===== config.mk =====
export PLATFORM = sky130hd
export DESIGN_NAME = ifu_fetch_flat
export DESIGN_NICKNAME = d
export VERILOG_FILES = /design/src/rtl/ifu_fetch_if.sv /design/src/rtl/ifu_fetch.sv /design/src/flat_wrapper.sv
export SDC_FILE = /design/constraint.sdc
export NUM_CORES = 1
export LEC_CHECK = 0
export BUFFER_PORTS_ARGS = -buffer_cell sky130_fd_sc_hd__buf_2
export CORE_ASPECT_RATIO = 1.75
export CORE_UTILIZATION = 37
export CTS_CLUSTER_DIAMETER = 60
export CTS_CLUSTER_SIZE = 10
export DETAILED_ROUTE_END_ITERATION = 8
export GPL_ROUTABILITY_DRIVEN = 0
export MAX_ROUTING_LAYER = met4
export PLACE_DENSITY = 0.79
export SLEW_MARGIN = 30
export SYNTH_ARGS = -nofsm -noshare
export SYNTH_HDL_FRONTEND = slang
export SYNTH_SLANG_ARGS = --single-unit
export TNS_END_PERCENT = 30

===== constraint.sdc =====
create_clock -name clk -period 1.61 [get_ports clk]
set_input_delay 0.0805 -clock clk [delete_from_list [all_inputs] [get_ports clk]]
set_output_delay 0.0805 -clock clk [all_outputs]
set_load 0.1 [all_outputs]

===== src/rtl/ifu_fetch_if.sv =====
// Fetch-unit bundle: instruction RAM port, execute redirect, decode handshake and trap report.
// master = fetch unit, slave = surrounding pipeline/RAM.
interface ifu_fetch_if;
    logic        iram_rstn;
    logic [31:0] pc;
    logic [31:0] inst;
    logic [31:0] pc_n;
    logic        iram_rd;
    logic        jump_en;
    logic [31:0] jump_addr;
    logic        id_ready;
    logic        id_valid;
    logic [31:0] id_pc;
    logic [31:0] id_inst;
    logic        pred_taken;
    logic        trap_misalign;
    logic [31:0] trap_addr;

    modport master (
        input  iram_rstn, pc, inst, jump_en, jump_addr, id_ready,
        output pc_n, iram_rd, id_valid, id_pc, id_inst, pred_taken, trap_misalign, trap_addr
    );

    modport slave (
        output iram_rstn, pc, inst, jump_en, jump_addr, id_ready,
        input  pc_n, iram_rd, id_valid, id_pc, id_inst, pred_taken, trap_misalign, trap_addr
    );
endinterface


===== src/rtl/ifu_fetch.sv =====
// Instruction fetch unit in front of a 1-cycle synchronous instruction RAM.
// Optional static branch predictor enabled by defining IFU_BPU_EN.
module ifu_fetch #(
    parameter logic [31:0] RST_PC = 32'h0800_0000
) (
    input  logic          clk,
    input  logic          rst_n,
    ifu_fetch_if.master   bus
);
    localparam int unsigned XLEN = 32;

    localparam logic [1:0] BOOT = 2'd0;
    localparam logic [1:0] RUN  = 2'd1;
    localparam logic [1:0] HALT = 2'd2;

    logic [1:0]      state, state_n;
    logic            fv, fv_n;
    logic            trap_set;
    logic            trap_q;
    logic [XLEN-1:0] trap_addr_q;
    logic            rd;
    logic [XLEN-1:0] fetch_addr;
    logic [XLEN-1:0] next_pc;
    logic            pred;
    logic            jump_ok;

    assign jump_ok = (bus.jump_addr[1:0] == 2'b00);

`ifdef IFU_BPU_EN
    // Static predictor: JAL always taken, backward conditional branches taken.
    logic [XLEN-1:0] imm_j, imm_b, target;
    logic            is_jal, is_bbr;

    assign imm_j  = {{(XLEN-21){bus.inst[31]}}, bus.inst[31], bus.inst[19:12],
                     bus.inst[20], bus.inst[30:21], 1'b0};
    assign imm_b  = {{(XLEN-13){bus.inst[31]}}, bus.inst[31], bus.inst[7],
                     bus.inst[30:25], bus.inst[11:8], 1'b0};
    assign is_jal = (bus.inst[6:0] == 7'b1101111);
    assign is_bbr = (bus.inst[6:0] == 7'b1100011) && bus.inst[31];
    assign target = bus.pc + (is_jal ? imm_j : imm_b);
    assign pred   = fv && (state == RUN) && (is_jal || is_bbr) && !target[1];
    assign next_pc = pred ? target : bus.pc + XLEN'(4);
`else
    assign pred    = 1'b0;
    assign next_pc = bus.pc + XLEN'(4);
`endif

    // State, fetch-valid and trap registers
    always_ff @(posedge clk or negedge rst_n) begin
        if (!rst_n) begin
            state       <= BOOT;
            fv          <= 1'b0;
            trap_q      <= 1'b0;
            trap_addr_q <= '0;
        end else begin
            state  <= state_n;
            fv     <= fv_n;
            trap_q <= trap_set;
            if (trap_set) begin
                trap_addr_q <= bus.jump_addr;
            end
        end
    end

    // Next state and RAM request; redirects outrank the decode handshake
    always_comb begin
        state_n    = state;
        fv_n       = fv;
        trap_set   = 1'b0;
        rd         = 1'b0;
        fetch_addr = RST_PC;
        case (state)
            BOOT: begin
                if (bus.iram_rstn) begin
                    state_n = RUN;
                    fv_n    = 1'b1;
                end
            end
            RUN: begin
                if (bus.jump_en && jump_ok) begin
                    rd         = 1'b1;
                    fetch_addr = bus.jump_addr;
                    fv_n       = 1'b1;
                end else if (bus.jump_en) begin
                    fv_n     = 1'b0;
                    trap_set = 1'b1;
                    state_n  = HALT;
                end else if (fv && !bus.id_ready) begin
                    rd = 1'b0;
                end else if (fv) begin
                    rd         = 1'b1;
                    fetch_addr = next_pc;
                end else begin
                    rd         = 1'b1;
                    fetch_addr = bus.pc;
                    fv_n       = 1'b1;
                end
            end
            HALT: begin
                if (bus.jump_en && jump_ok) begin
                    rd         = 1'b1;
                    fetch_addr = bus.jump_addr;
                    fv_n       = 1'b1;
                    state_n    = RUN;
                end else if (bus.jump_en) begin
                    trap_set = 1'b1;
                end
            end
            default: begin
                state_n = BOOT;
                fv_n    = 1'b0;
            end
        endcase
    end

    assign bus.pc_n          = fetch_addr;
    assign bus.iram_rd       = rd;
    assign bus.id_valid      = fv && !bus.jump_en && (state == RUN);
    assign bus.id_pc         = bus.pc;
    assign bus.id_inst       = bus.inst;
    assign bus.pred_taken    = pred;
    assign bus.trap_misalign = trap_q;
    assign bus.trap_addr     = trap_addr_q;
endmodule

===== src/flat_wrapper.sv =====
// flat-port wrapper written by rule: the top's interface ports become plain ports
module ifu_fetch_flat 
#(
    parameter logic [31:0] RST_PC = 32'h0800_0000
)
  (clk, rst_n, bus_iram_rstn, bus_pc, bus_inst, bus_jump_en, bus_jump_addr, bus_id_ready, bus_pc_n, bus_iram_rd, bus_id_valid, bus_id_pc, bus_id_inst, bus_pred_taken, bus_trap_misalign, bus_trap_addr);
  ifu_fetch_if bus_i ();
  input  logic clk;
  input  logic rst_n;
  input wire logic [$bits(bus_i.iram_rstn)-1:0] bus_iram_rstn;
  input wire logic [$bits(bus_i.pc)-1:0] bus_pc;
  input wire logic [$bits(bus_i.inst)-1:0] bus_inst;
  input wire logic [$bits(bus_i.jump_en)-1:0] bus_jump_en;
  input wire logic [$bits(bus_i.jump_addr)-1:0] bus_jump_addr;
  input wire logic [$bits(bus_i.id_ready)-1:0] bus_id_ready;
  output wire logic [$bits(bus_i.pc_n)-1:0] bus_pc_n;
  output wire logic [$bits(bus_i.iram_rd)-1:0] bus_iram_rd;
  output wire logic [$bits(bus_i.id_valid)-1:0] bus_id_valid;
  output wire logic [$bits(bus_i.id_pc)-1:0] bus_id_pc;
  output wire logic [$bits(bus_i.id_inst)-1:0] bus_id_inst;
  output wire logic [$bits(bus_i.pred_taken)-1:0] bus_pred_taken;
  output wire logic [$bits(bus_i.trap_misalign)-1:0] bus_trap_misalign;
  output wire logic [$bits(bus_i.trap_addr)-1:0] bus_trap_addr;
  assign bus_i.iram_rstn = bus_iram_rstn;
  assign bus_i.pc = bus_pc;
  assign bus_i.inst = bus_inst;
  assign bus_i.jump_en = bus_jump_en;
  assign bus_i.jump_addr = bus_jump_addr;
  assign bus_i.id_ready = bus_id_ready;
  assign bus_pc_n = bus_i.pc_n;
  assign bus_iram_rd = bus_i.iram_rd;
  assign bus_id_valid = bus_i.id_valid;
  assign bus_id_pc = bus_i.id_pc;
  assign bus_id_inst = bus_i.id_inst;
  assign bus_pred_taken = bus_i.pred_taken;
  assign bus_trap_misalign = bus_i.trap_misalign;
  assign bus_trap_addr = bus_i.trap_addr;
  ifu_fetch #(.RST_PC(RST_PC)) u_core (.clk(clk), .rst_n(rst_n), .bus(bus_i));
endmodule

==> impl_metrics.json, run 1 <==
{
  "fmax_mhz": 493,
  "finalSetupViolations": 63,
  "die_y_um": 121,
  "synth_cell_types": 47,
  "path_clk_slew_ns": 0.06,
  "setup_ws_ns": -0.417,
  "netlist_top_cells_area": "dfrtp_1 (30%), buf_4 (16%), nand2_1 (16%), xnor2_1 (6.7%), o21ai_0 (4.0%)",
  "clock_sinks": 36,
  "rows": 43,
  "synthTopCellsByCount": "nand2_1 (130), buf_4 (65), dfrtp_1 (36)",
  "cts-root-buf": "clkbuf_16",
  "vias": 3366,
  "area_growth_pct": 85.5,
  "insertedDiodeCount": 0,
  "drcViolationCount": 0,
  "core_um2": 7910,
  "met3_usage": 0.0224,
  "place_area_um2": 4810,
  "yosys_warnings": 0,
  "fp.dieW_um": 70.2,
  "met2_usage": 0.449,
  "grt_pass1_wl_mm": 16.8,
  "antenna_found_initial": 0,
  "worstPathArrival_ns": 1.95,
  "nFillCells": 560,
  "synth_top_cell_by_area": "dfrtp_1",
  "grt_pass1_vias": 3334,
  "drtAntennaViolNets": 0,
  "slew_violations": 0,
  "critPathKind": "register to output port",
  "post_synth.cell_area_avg_um2": 7.61,
  "cts_buffers": 5,
  "clock_path_buffers": 2,
  "power_density_nw_per_um2": 1970,
  "final_area_um2": 5590,
  "grt-busiest-layer": "met2",
  "p_total_mw": 11.0,
  "rsz0062_at_grt": "true",
  "synth_async_sr_flop_share": 1.00,
  "crit_required_ns": 1.53,
  "worstSetupStartpointType": "register",
  "die_area_um2": 8520,
  "dr.pass1.iters": 4,
  "final-seq-area_um2": 901,
  "grt_usage": 0.261,
  "drt_iter0_drc": 193,
  "synth-seq-cells": 36,
  "path_max_fanout": 6,
  "viasPerCell": 5.17,
  "hold_class": "input port to register",
  "layout.nets": 667,
  "reg2reg_depth": 7,
  "cts_tree": "built",
  "synth-seq-area-share": 0.299,
  "initial_core_util": 0.381,
  "tightest_slew_ns": 0.616,
  "synth_ff_type": "dfrtp_1",
  "finalCritPeriodShare": 1.26,
  "synth_top_area_share": 0.299,
  "clock_skew_ns": 0.00355,
  "synth_cells": 396,
  "status": "finished with violations",
  "wl_per_cell_um": 17.2,
  "multi_input_area_um2": 2310,
  "syn_area_um2": 3010,
  "end_kind": "output port",
  "grt_remaining_overflow": 0,
  "layout_min_cycle_time_ns": 2.03,
  "failed_checks": "negative setup slack",
  "max_slew_margin": 0.585,
  "power.leakage_nw": 2.79,
  "final_layout_size_suffix_gt1_frac": 0.631,
  "hold_viol_final": 0,
  "drt_wl_total_mm": 11.2,
  "maxCapViolations": 0,
  "synth.net_count": 502,
  "dp_hpwl_mm": 8.40,
  "worstSkewPairLatency_ns": 0.28,
  "synth_edf_count": 0,
  "numPortBuffers": 167,
  "grt_max_degree": 37,
  "use_met1": 0.277,
  "ir_drop_v": 0.00121,
  "yosysMostFrequentCell": "nand2_1",
  "cts_max_level": 2,
  "io_pins": 233,
  "min_path_cells": 3
}
cell families after synthesis:
logic type	count (synthesis)	synth area share
DFF	36	0.299
other	1	0.00125
and+or+nand+nor	188	0.305
muxes	4	0.0141
adders and majority gates	5	0.0208
buffers and inverters	91	0.198
AOI/OAI and AO/OA	42	0.0781
xor gates and xnor gates	29	0.0843
cell usage in the layout (no fill, tap or decap), drive strengths merged, types with 2 or more instances in the layout:
cell    instances
mux2i           2
nand4           3
nor2           12
dfrtp          36
and4            3
mux2            2
ha              5
xnor2          23
inv            11
a21oi           3
and3            3
nor4            8
clkbuf          8
xor2            6
o21ai          31
nor3            9
nand3          10
nand2         130
buf           233
registers in the layout (all words and copies together), names as in the netlist:
name and cells:
u_core.bus.trap_addr 32, u_core.state 2, u_core.bus.trap_misalign 1, u_core.fv 1
metal layers:
layer	vias to the layer above	share of wire
met5	-	0
met1	1578	0.33
li1	1553	-
met4	0	0.064
met3	70	0.046
met2	165	0.56
critical path, stage by stage, from the launching register on:
cell     delay (ns)
dfrtp_1        0.40
and3_4         0.22
nand3_4        0.08
buf_8          0.16
buf_6          0.13
nor3_4         0.20
xnor2_2        0.12
o21ai_4        0.16
buf_12         0.19
area by class of cell:
| type | instances | area share |
|---|---|---|
| inverters | 11 | 0.00739 |
| well taps | 90 | 0.0202 |
| flip-flops and latches | 36 | 0.161 |
| multi-input cells | 269 | 0.414 |
| clock buffers | 5 | 0.0224 |
| repair buffers | 238 | 0.372 |
| clock inverters | 2 | 0.00224 |
final timing paths:
check / startpoint / to / slack (ns)
setup reg to reg: u_core.state[1] / u_core.bus.trap_addr[15] / -0.05
setup / recovery: u_core.fv / bus_pc_n[17] / -0.42
hold reg to reg: u_core.bus.trap_addr[29] / u_core.bus.trap_addr[29] / 0.47
min in group asynchronous: rst_n / u_core.bus.trap_addr[8] / 0.38
max in group asynchronous: rst_n / u_core.bus.trap_addr[30] / 0.89
hold / removal: bus_jump_addr[19] / u_core.bus.trap_addr[19] / 0.01
power by group:
group | total (mW) | switching, mW | internal (mW) | leakage (nW)
registers | 1.57 | 0.227 | 1.34 | 0.447
logic | 8.53 | 6.26 | 2.28 | 2.28
clock network | 0.928 | 0.367 | 0.561 | 0.0657
repair_timing:
action,4_1_cts,5_1_grt
cloned,2,4
resized for setup,65,19
setup endpoints to repair,60,66
buffers inserted,7,1
endpoints found under the hold margin,36,0
hold buffers,1,0
pin swaps,25,20
through the flow:
step | instances | TNS (ns) | hold slack (ns) | utilization | worst slack, ns
global route | 651 | -19.14 | 0.0203 | 0.706 | -0.513
floorplan | 396 | -8.89 | -0.215 | - | -0.390
global placement | 630 | -4.49 | 0.139 | 0.608 | -0.230
finish | 651 | -12.92 | 0.0140 | 0.706 | -0.417
detailed placement | 630 | -5.75 | 0.147 | 0.608 | -0.289
CTS | 646 | -12.49 | 0.0127 | 0.680 | -0.400
Power figures use the tool's default switching activity.
==> inputs of run 2 (changes only) <==
--- a/config.mk
+++ b/config.mk
@@ -12,7 +12,6 @@
 export CTS_CLUSTER_SIZE = 10
 export DETAILED_ROUTE_END_ITERATION = 8
 export GPL_ROUTABILITY_DRIVEN = 0
-export MAX_ROUTING_LAYER = met4
 export PLACE_DENSITY = 0.79
 export SLEW_MARGIN = 30
 export SYNTH_ARGS = -nofsm -noshare
==> impl_metrics.json, run 2 (synthesis results as in run 1) <==
{
  "finalCritPeriodShare": 1.26,
  "hold_viol_final": 0,
  "tightest_slew_ns": 0.623,
  "clock_sinks": 36,
  "end_kind": "output port",
  "worstSkewPairLatency_ns": 0.28,
  "fin_util": 0.706,
  "clock_path_buffers": 2,
  "antenna_found_initial": 0,
  "rows": 43,
  "critPathKind": "register to output port",
  "nFillCells": 560,
  "core_um2": 7910,
  "layout.nets": 667,
  "cts_max_level": 2,
  "cpMaxStageDelayCell": "dfrtp_1",
  "grt_usage": 0.254,
  "stdcell_count": 651,
  "viasPerCell": 5.16,
  "grt_remaining_overflow": 0,
  "final_cell_mix": "buf_2 (133), nand2_1 (107), buf_4 (53)",
  "whs_ns": 0.0166,
  "area_growth_pct": 85.5,
  "cts_buffers": 5,
  "grt_max_degree": 37,
  "dr.pass1.iters": 4,
  "rsz0062_at_grt": "true",
  "reg2reg_depth": 7,
  "dp_slack_ns": -0.289,
  "multi_input_area_um2": 2310,
  "power_density_nw_per_um2": 1970,
  "layout_min_cycle_time_ns": 2.02,
  "wl_per_cell_um": 17.2,
  "final-seq-area_um2": 901,
  "path_clk_slew_ns": 0.06,
  "cts_tree": "built",
  "final_area_um2": 5590,
  "p_total_mw": 11.0,
  "numPortBuffers": 167,
  "max_slew_margin": 0.580,
  "fp.dieW_um": 70.2,
  "place_area_um2": 4810,
  "failed_checks": "negative setup slack",
  "final_layout_size_suffix_gt1_frac": 0.631,
  "vias": 3360,
  "setup_ws_ns": -0.413,
  "ir_drop_v": 0.00121,
  "insertedDiodeCount": 0,
  "grt_pass1_wl_mm": 16.8,
  "cp.depth": 8,
  "slew_violations": 0,
  "grt_pass1_vias": 3330,
  "path_max_fanout": 6,
  "finalSetupViolations": 64,
  "hold_class": "input port to register",
  "min_path_cells": 3,
  "tns_ns": -13.05,
  "die_area_um2": 8520,
  "drtAntennaViolNets": 0,
  "power.leakage_nw": 2.79,
  "crit_buf_inv": 3,
  "crit_required_ns": 1.53,
  "mostFrequentLayoutCell": "buf_2",
  "maxCapViolations": 0,
  "cpPeakStageDelay_ns": 0.40,
  "worstSetupStartpointType": "register",
  "worstPathArrival_ns": 1.94,
  "cts-root-buf": "clkbuf_16",
  "initial_core_util": 0.381,
  "largest_reg_flops": 32,
  "drt_wl_total_mm": 11.2,
  "placed_cells": 630,
  "status": "finished with violations",
  "drcViolationCount": 0,
  "crit_family": "simple AND/OR/NAND/NOR gates",
  "die_y_um": 121,
  "cp_cell_sequence": "and3_4 -> nand3_4 -> buf_8 -> buf_6 -> nor3_4 -> xnor2_2 -> o21ai_4 -> buf_12",
  "dp_hpwl_mm": 8.40,
  "fmax_mhz": 494,
  "clock_skew_ns": 0.00348,
  "io_pins": 233,
  "drt_iter0_drc": 185
}
## run 2: timing repair
| action | in CTS | in global routing |
|---|---|---|
| buffers inserted | 7 | 1 |
| pin swaps | 25 | 20 |
| hold endpoints to repair | 36 | 0 |
| setup endpoints to repair | 60 | 66 |
| cloned | 2 | 4 |
| resized for setup | 65 | 19 |
| hold buffers | 1 | 0 |
## run 2: per-layer routing
metal / GRT usage / wire length (µm) / vias up
met2: 0.449 / 6170 / 170
met1: 0.274 / 3720 / 1571
met3: 0.0282 / 515 / 65
li1: - / - / 1554
met4: 0.190 / 768 / 0
met5: 0 / 0 / -
## run 2: cell type report
class	count	area share
Multi-Input combinational cell	269	0.414
Clock inverter	2	0.00224
Clock buffer	5	0.0224
Tap cell	90	0.0202
Timing Repair Buffer	238	0.372
Sequential cell	36	0.161
Inverter	11	0.00739
## run 2: worst paths after layout
path,startpoint,endpoint,slack (ns)
worst max-delay path,u_core.fv,bus_pc_n[17],-0.41
worst min-delay path,bus_jump_addr[2],u_core.bus.trap_addr[2],0.02
worst max register to register,u_core.state[1],u_core.bus.trap_addr[22],-0.06
worst min register to register,u_core.bus.trap_addr[13],u_core.bus.trap_addr[13],0.47
max in group asynchronous,rst_n,u_core.bus.trap_addr[30],0.89
min in group asynchronous,rst_n,u_core.bus.trap_addr[8],0.38
## run 2: where the power goes
group	total [mW]	internal, mW	switching [mW]
sequential	1.57	1.34	0.227
combinational	8.54	2.28	6.26
clock	0.927	0.561	0.366
total	11.0	4.18	6.85
## run 2: worst min-delay path: stages
cell     delay (ns)
buf_2          0.09
nand2_1        0.05
nand2_1        0.05
==> inputs of run 3 (changes only) <==
--- a/config.mk
+++ b/config.mk
@@ -5,14 +5,15 @@
 export SDC_FILE = /design/constraint.sdc
 export NUM_CORES = 1
 export LEC_CHECK = 0
+export ABC_AREA = 1
 export BUFFER_PORTS_ARGS = -buffer_cell sky130_fd_sc_hd__buf_2
 export CORE_ASPECT_RATIO = 1.75
-export CORE_UTILIZATION = 37
+export CORE_UTILIZATION = 38
 export CTS_CLUSTER_DIAMETER = 60
 export CTS_CLUSTER_SIZE = 10
 export DETAILED_ROUTE_END_ITERATION = 8
 export GPL_ROUTABILITY_DRIVEN = 0
-export PLACE_DENSITY = 0.79
+export PLACE_DENSITY = 0.78
 export SLEW_MARGIN = 30
 export SYNTH_ARGS = -nofsm -noshare
 export SYNTH_HDL_FRONTEND = slang
==> impl_metrics.json, run 3 <==
{
  "crit_required_ns": 1.53,
  "grt_max_degree": 37,
  "top_layer": "met4",
  "drt_wl_total_mm": 11.8,
  "crit_buf_inv": 5,
  "synthTopCellsByCount": "nand2_1 (122), buf_4 (66), inv_1 (57)",
  "status": "finished with violations",
  "viasPerCell": 5.03,
  "largest_reg_flops": 32,
  "worstPathArrival_ns": 1.90,
  "syn_area_um2": 3250,
  "cts-root-buf": "clkbuf_16",
  "dp_slack_ns": -0.166,
  "critPathKind": "register to output port",
  "setup_ws_ns": -0.374,
  "insertedDiodeCount": 0,
  "failed_checks": "negative setup slack",
  "synth_async_sr_flop_share": 1.00,
  "worstReg2RegStart": "u_core.state[0]",
  "cts_max_level": 2,
  "drcViolationCount": 0,
  "hold_viol_final": 0,
  "crit_family": "buffers and inverters",
  "numPortBuffers": 167,
  "layout.nets": 732,
  "rsz0062_at_grt": "true",
  "synth.net_count": 589,
  "finalCritPeriodShare": 1.23,
  "wl_met1_mm": 3.75,
  "tns_ns": -10.24,
  "synth_ff_type": "dfrtp_1",
  "cts_tree": "built",
  "synth_cells": 483,
  "maxCapViolations": 0,
  "grt_pass1_wl_mm": 18.4,
  "vias": 3734,
  "worstSkewPairLatency_ns": 0.29,
  "clock_skew_ns": 0.00644,
  "cp_cell_sequence": "buf_6 -> ha_4 -> nor2_4 -> inv_2 -> nand2_4 -> nor2_4 -> inv_4 -> buf_12 -> o22ai_4 -> buf_12",
  "wl_met2_mm": 6.69,
  "fp.dieW_um": 71.9,
  "path_clk_slew_ns": 0.06,
  "area_growth_pct": 63.7,
  "cpPeakStageDelay_ns": 0.39,
  "power.leakage_nw": 2.64,
  "grt_remaining_overflow": 0,
  "rows": 44,
  "clock_path_buffers": 2,
  "netlist_top_cells_area": "dfrtp_1 (28%), buf_4 (15%), nand2_1 (14%), inv_1 (6.6%), o21ai_0 (4.9%)",
  "drtAntennaViolNets": 0,
  "hold_class": "input port to register",
  "grt_pass1_vias": 3776,
  "cts_buffers": 5,
  "synth_top_area_share": 0.277,
  "synth-seq-area-share": 0.277,
  "worstSetupStartpointType": "register",
  "synth-seq-cells": 36,
  "die_y_um": 124,
  "synth_cell_types": 37,
  "initial_core_util": 0.391,
  "finalSetupViolations": 33,
  "slew_violations": 0,
  "synth_top_cell_by_area": "dfrtp_1",
  "end_kind": "output port",
  "yosysMostFrequentCell": "nand2_1",
  "dr.pass1.iters": 4,
  "final_layout_size_suffix_gt1_frac": 0.509,
  "mostFrequentLayoutCell": "buf_2",
  "layout_min_cycle_time_ns": 1.98,
  "die_area_um2": 8930,
  "yosys_warnings": 0,
  "drt_iter0_drc": 186,
  "wl_per_cell_um": 16.0,
  "fmax_mhz": 504,
  "antenna_found_initial": 0,
  "grt_usage": 0.268,
  "nFillCells": 679,
  "power_density_nw_per_um2": 2010,
  "io_pins": 233,
  "path_max_fanout": 7,
  "synth_edf_count": 0,
  "post_synth.cell_area_avg_um2": 6.72,
  "dp_hpwl_mm": 9.51,
  "clock_sinks": 36,
  "final_cell_mix": "buf_2 (133), nand2_1 (112), inv_1 (53)",
  "startpoint": "u_core.state[0]",
  "hold_start": "bus_jump_addr[30]",
  "core_um2": 8310,
  "ir_drop_v": 0.00146,
  "cpMaxStageDelayCell": "dfrtp_1",
  "met3_length_um": 617
}
-- run 3: path summary, 6_finish.rpt --
| check | endpoint | slack [ns] | cells after the start |
|---|---|---|---|
| max | bus_pc_n[16] | -0.37 | 10 |
| min | u_core.bus.trap_addr[30] | 0.02 | 3 |
| max reg2reg | u_core.bus.trap_addr[18] | 0.09 | 7 |
| min reg2reg | u_core.bus.trap_addr[26] | 0.47 | 2 |
| max in group asynchronous | u_core.fv | 1.11 | 3 |
| min in group asynchronous | u_core.bus.trap_addr[22] | 0.29 | 3 |
-- run 3: area by class of cell --
class | count | area, µm² | share of cell area
multi-input cells | 301 | 2070 | 0.389
clock inverters | 2 | 13.8 | 0.00259
repair buffers | 213 | 1780 | 0.334
flip-flops and latches | 36 | 902 | 0.170
well taps | 115 | 144 | 0.0271
clock buffers | 6 | 139 | 0.0261
inverters | 69 | 273 | 0.0513
-- run 3: through the flow --
step | cells | hold WS, ns | instance area, µm² | power, mW | util
final | 742 | 0.0165 | 5320 | 10.7 | 0.640
after global routing | 742 | 0.0255 | 5320 | 11.1 | 0.640
after CTS | 740 | 0.0124 | 5180 | 10.6 | 0.623
after detailed placement | 729 | 0.0672 | 4910 | 9.39 | 0.591
after global placement | 729 | 0.0596 | 4910 | 9.25 | 0.591
after floorplan | 483 | -0.215 | 3660 | 7.84 | -
-- run 3: kinds of logic (layout without fill, tap and decap cells) --
| group | after synthesis | count (layout) | synth area share |
|---|---|---|---|
| AOI/OAI and AO/OA | 73 | 73 | 0.126 |
| xor gates and xnor gates | 2 | 2 | 0.00540 |
| adders and majority gates | 5 | 5 | 0.0193 |
| buffers and inverters | 146 | 290 | 0.249 |
| DFF | 36 | 36 | 0.277 |
| muxes | 1 | 1 | 0.00308 |
| other | 1 | 1 | 0.00115 |
| and+or+nand+nor | 219 | 219 | 0.318 |
-- run 3: routing by layer --
metal	global-route usage	vias up
met5	0	-
met4	0.179	0
met3	0.0291	68
met2	0.509	172
met1	0.257	1729
li1	-	1765
-- run 3: worst reg2reg max path, cell delays in order (launching register included) --
cell and delay, ns:
dfrtp_1 0.41, inv_2 0.12, ha_4 0.24, buf_4 0.15
nand3_4 0.11, clkinvlp_4 0.21, nand2_1 0.12, nand2_1 0.06
-- run 3: report_power, final --
| part | internal, mW | switching [mW] |
|---|---|---|
| clock network | 0.620 | 0.418 |
| registers | 1.34 | 0.230 |
| logic | 1.97 | 6.08 |
| total | 3.93 | 6.73 |
-- run 3: repair_timing --
action                                 in CTS  in global routing
endpoints found under the hold margin      36                  0
pin swaps                                   1                  7
cloned                                      1                  0
hold buffers                                1                  0
resized for setup                          26                 28
setup endpoints to repair                  34                 41
setup buffers                               1                  2
